File: src/rtl/cpu_pkg.sv
// Shared CPU core definitions: datapath widths, reset vector and fetch states.
// Imported by the fetch unit and the branch target calculator.
package cpu_pkg;

    localparam int unsigned PC_W     = 8;
    localparam int unsigned INSTR_W  = 16;
    localparam logic [7:0]  RESET_PC = 8'h00;

    typedef enum logic {
        FS_RUN,
        FS_HALTED
    } fetch_state_t;

endpackage

File: src/rtl/pc_fetch_unit.sv
// Instruction-fetch sequencer: owns the PC, addresses instruction memory and
// hands fetched words to decode through a one-entry valid/ready register.
module pc_fetch_unit
    import cpu_pkg::*;
#(
    parameter int unsigned        P_PC_W     = PC_W,
    parameter int unsigned        P_INSTR_W  = INSTR_W,
    parameter logic [P_PC_W-1:0]  P_RESET_PC = P_PC_W'(RESET_PC)
) (
    input  logic                  clk,
    input  logic                  rst_n,
    output logic [P_PC_W-1:0]     imem_addr,
    input  logic [P_INSTR_W-1:0]  imem_rdata,
    output logic                  if_valid,
    input  logic                  if_ready,
    output logic [P_INSTR_W-1:0]  if_instr,
    output logic [P_PC_W-1:0]     if_pc,
    output logic [P_PC_W-1:0]     if_pc_next,
    input  logic                  br_taken,
    input  logic [P_PC_W-1:0]     br_target,
    input  logic                  halt,
    input  logic                  resume
);

    fetch_state_t           r_state;
    logic [P_PC_W-1:0]      r_pc;
    logic                   r_valid;
    logic [P_INSTR_W-1:0]   r_instr;
    logic [P_PC_W-1:0]      r_if_pc;
    logic [P_PC_W-1:0]      r_if_pc_next;

    logic                   w_load;
    logic [P_PC_W-1:0]      w_pc_inc;

    assign w_load   = !r_valid || if_ready;
    assign w_pc_inc = r_pc + P_PC_W'(1);

    // Branch outranks halt so a halt in the shadow of a taken branch
    // still parks the PC on the target for the eventual resume.
    always_ff @(posedge clk) begin
        if (!rst_n) begin
            r_state      <= FS_RUN;
            r_pc         <= P_RESET_PC;
            r_valid      <= 1'b0;
            r_instr      <= '0;
            r_if_pc      <= '0;
            r_if_pc_next <= '0;
        end else if (br_taken) begin
            r_pc    <= br_target;
            r_valid <= 1'b0;
            if (halt) begin
                r_state <= FS_HALTED;
            end
        end else if (halt) begin
            r_state <= FS_HALTED;
            r_valid <= 1'b0;
        end else if (r_state == FS_HALTED) begin
            if (resume) begin
                r_state <= FS_RUN;
            end
        end else if (w_load) begin
            r_valid      <= 1'b1;
            r_instr      <= imem_rdata;
            r_if_pc      <= r_pc;
            r_if_pc_next <= w_pc_inc;
            r_pc         <= w_pc_inc;
        end
    end

    assign imem_addr  = r_pc;
    assign if_valid   = r_valid;
    assign if_instr   = r_instr;
    assign if_pc      = r_if_pc;
    assign if_pc_next = r_if_pc_next;

endmodule

File: config.mk
export PLATFORM = sky130hd
export DESIGN_NAME = pc_fetch_unit
export DESIGN_NICKNAME = d
export VERILOG_FILES = /design/src/rtl/cpu_pkg.sv /design/src/rtl/pc_fetch_unit.sv
export SDC_FILE = /design/constraint.sdc
export NUM_CORES = 1
export LEC_CHECK = 0
export BUFFER_PORTS_ARGS = -buffer_cell sky130_fd_sc_hd__buf_4
export CAP_MARGIN = 0
export CORE_UTILIZATION = 50
export CTS_BUF_LIST = sky130_fd_sc_hd__clkbuf_4
export DETAILED_ROUTE_END_ITERATION = 8
export PLACE_DENSITY_LB_ADDON = 0.2
export SLEW_MARGIN = 0
export SYNTH_ARGS = -nofsm -noshare
export SYNTH_HDL_FRONTEND = slang
export SYNTH_SLANG_ARGS = --single-unit
File: constraint.sdc
create_clock -name clk -period 1.7 [get_ports clk]
set_clock_uncertainty 0.1 [all_clocks]
set_input_delay 0.34 -clock clk [delete_from_list [all_inputs] [get_ports clk]]
set_output_delay 0.34 -clock clk [all_outputs]
set_load 0.05 [all_outputs]
==> results by group <==
Outcome
  • Status: complete, no violations

Routing
  • Routed WL per cell: 12.07 µm
  • Drc violations: 0
  • TritonRoute pass-1 iters: 4
  • Via count: 1624
  • DRT Wirelength: 3876 µm
  • Drt first-iter violations: 66
  • Routed Antenna Nets: 0
  • Via/cell ratio: 5.059

Floorplan
  • Core area: 3390 µm²
  • # rows: 21
  • Initial Util: 0.5268
  • Die X: 61.76 µm
  • Total die area: 3814 µm²
  • IO Count: 71
  • Die Y: 61.76 µm

Placed design
  • GPL Wtd Cong: 0.7925
  • # port buffers: 70
  • HPWL Detailed: 2691 µm

Yosys
  • Synthesized area: 1785 µm²
  • Distinct cells, synth: 34
  • Most numerous cell in the Yosys netlist: nand2_1
  • Synth cell count leaders: nand2_1 (57), dfxtp_1 (42), a21boi_1 (18), o21ai_0 (12)
  • Avg Cell Area, Syn: 8.883 µm²
  • Post-synth net total: 232
  • Area leader, netlist: dfxtp_1
  • Sequential area share after synthesis: 0.4709
  • Synthesized flop and latch total: 42
  • Largest cells by area after synthesis: dfxtp_1 (47%), nand2_1 (12%), a21boi_1 (7.6%)
  • Top-area cell type share of the netlist area: 0.4709
  • Asr flop ratio synth: 0
  • Cell count after synthesis: 201
  • Post-synth EDFFs: 0
  • Main synth FF type: dfxtp_1
  • Yosys warns: 0

Timing
  • Setup-failing EPs final: 0
  • Final Hold Fails: 0
  • Setup TNS Final: 0 ps
  • Count of pins over their slew limit: 0
  • Worst hold slack: 71.80 ps
  • Final period util: 0.8810
  • Least-Margin Pin Slew: 370.0 ps
  • Tmin final: 1498 ps
  • RSZ-0062 raised after global routing: no
  • Worst rel slew slack: 0.7533
  • Fmax: 0.6677 GHz

Power
  • Leakage power: 0.001056 µW
  • Maximum vdd drop: 0.0005726 V
  • Power Density: 909.3 nW/µm²

Critical path
  • Cell chain of the critical path: buf_4 > buf_4
  • WP data required: 1260 ps
  • Data arrival, critical path: 1060 ps
  • Critical path class: reg2out
  • Cell repeated most along the worst path: buf_4
  • Critical Path Max Stage Delay: 360 ps
  • Crit-path max FO: 6
  • CP max stage cell: dfxtp_1
  • Worst setup SP type: flip-flop
  • Nature of the critical path endpoint: output port

CTS
  • Clk root buf: clkbuf_4
  • H-tree lvl count: 2
  • Clock Latency Late Sink: 350 ps
  • Clk buf depth: 2
  • CTS Hold Bufs: 0
  • Post-CTS setup buffers: 0
  • Num CTS Buffers: 5
  • Worst-path clk slew: 120 ps
  • CTS tree: built
  • Cts repair resizes: 0
  • Clock tree sinks: 42

GRT
  • Vias in the first global route: 1374
  • Congestion Overflow GR: 0
  • First-pass GRT wire length: 5989 µm
  • GRT Util Overall: 0.2136
  • Initial antenna violation count: 0
  • Largest net degree at the start of global routing: 43

Min path
  • Worst Hold Class: in2reg

Final layout
  • Number of diodes: 0
  • Syn-to-layout area delta: 35.04%
  • Nets@finish: 305
  • Share of cells above drive strength 1: 0.3345

Flow run
  • Max-cap violations: 0
==> stage by stage <==
stage	setup WS (ps)	cell area, µm²	util	power [µW]	instances
5_1_grt	153.4	2411	0.7113	2292	321
4_1_cts	206.9	2411	0.7113	2209	321
6_report	202.2	2411	0.7113	2192	321
3_5_place_dp	179.7	2328	0.6870	1558	313
2_1_floorplan	2.794	1788	-	1399	201
3_3_place_gp	209.4	2328	0.6870	1553	313
==> cells by family (layout without fill, tap and decap cells) <==
group / Yosys count / count (layout) / share of synthesized area
compound gates: 53 / 53 / 0.1906
xor+xnor: 12 / 12 / 0.05886
fa+ha+maj: 1 / 1 / 0.007007
buf+inv: 13 / 87 / 0.05956
flops: 42 / 42 / 0.4709
mux: 1 / 1 / 0.005606
simple gates: 79 / 79 / 0.2074
==> where the power goes <==
part,switching [µW],internal (µW)
Clock,313,344
Combinational,291,175
Sequential,35.5,1030
Total,640,1550
==> state kept, by name, summed over array words and instances, names as in the netlist <==
name        cells
if_pc           8
if_valid        1
r_state         1
if_pc_next      8
if_instr       16
imem_addr       8
==> critical path: cells and delay by family (launching register included) <==
family	cells	cell delay [ps]
buffers and inverters	2	350
DFF	1	360
==> placed cells by master (no fill, tap or decap), drive strengths merged, types with 2 or more instances in the layout <==
master,Yosys,final
and3,3,3
nand4,3,3
clkbuf,4,7
a21oi,10,10
o21ai,14,14
dfxtp,42,42
nand3,6,6
nor2,2,2
buf,8,78
a21boi,27,27
nand2,57,57
xor2,10,10
xnor2,2,2
nand2b,2,2
==> metal layers <==
metal	GRT usage	share of wire	routed length, µm
met5	0	0	0
met4	0.1048	0.021	83
met3	0.06211	0.064	249
met2	0.3487	0.48	1866
met1	0.2581	0.43	1677
==> path summary, 6_finish.rpt <==
kind	startpoint	end	slack [ps]	cells after the start
setup reg to reg	r_state	if_instr[12]	310	6
hold / removal	halt	if_valid	70	2
setup / recovery	imem_addr[4]	imem_addr[4]	200	2
hold reg to reg	if_instr[11]	if_instr[11]	360	2
==> layout make-up <==
class | instances | area (µm²)
Inverter | 1 | 3.754
Multi-Input combinational cell | 146 | 838.3
Fill cell | 279 | 978.4
Clock inverter | 1 | 30.03
Clock buffer | 7 | 52.55
Sequential cell | 42 | 843.3
Timing Repair Buffer | 78 | 585.6
Tap cell | 46 | 57.56
No activity file was read; power rests on OpenSTA's default activity.
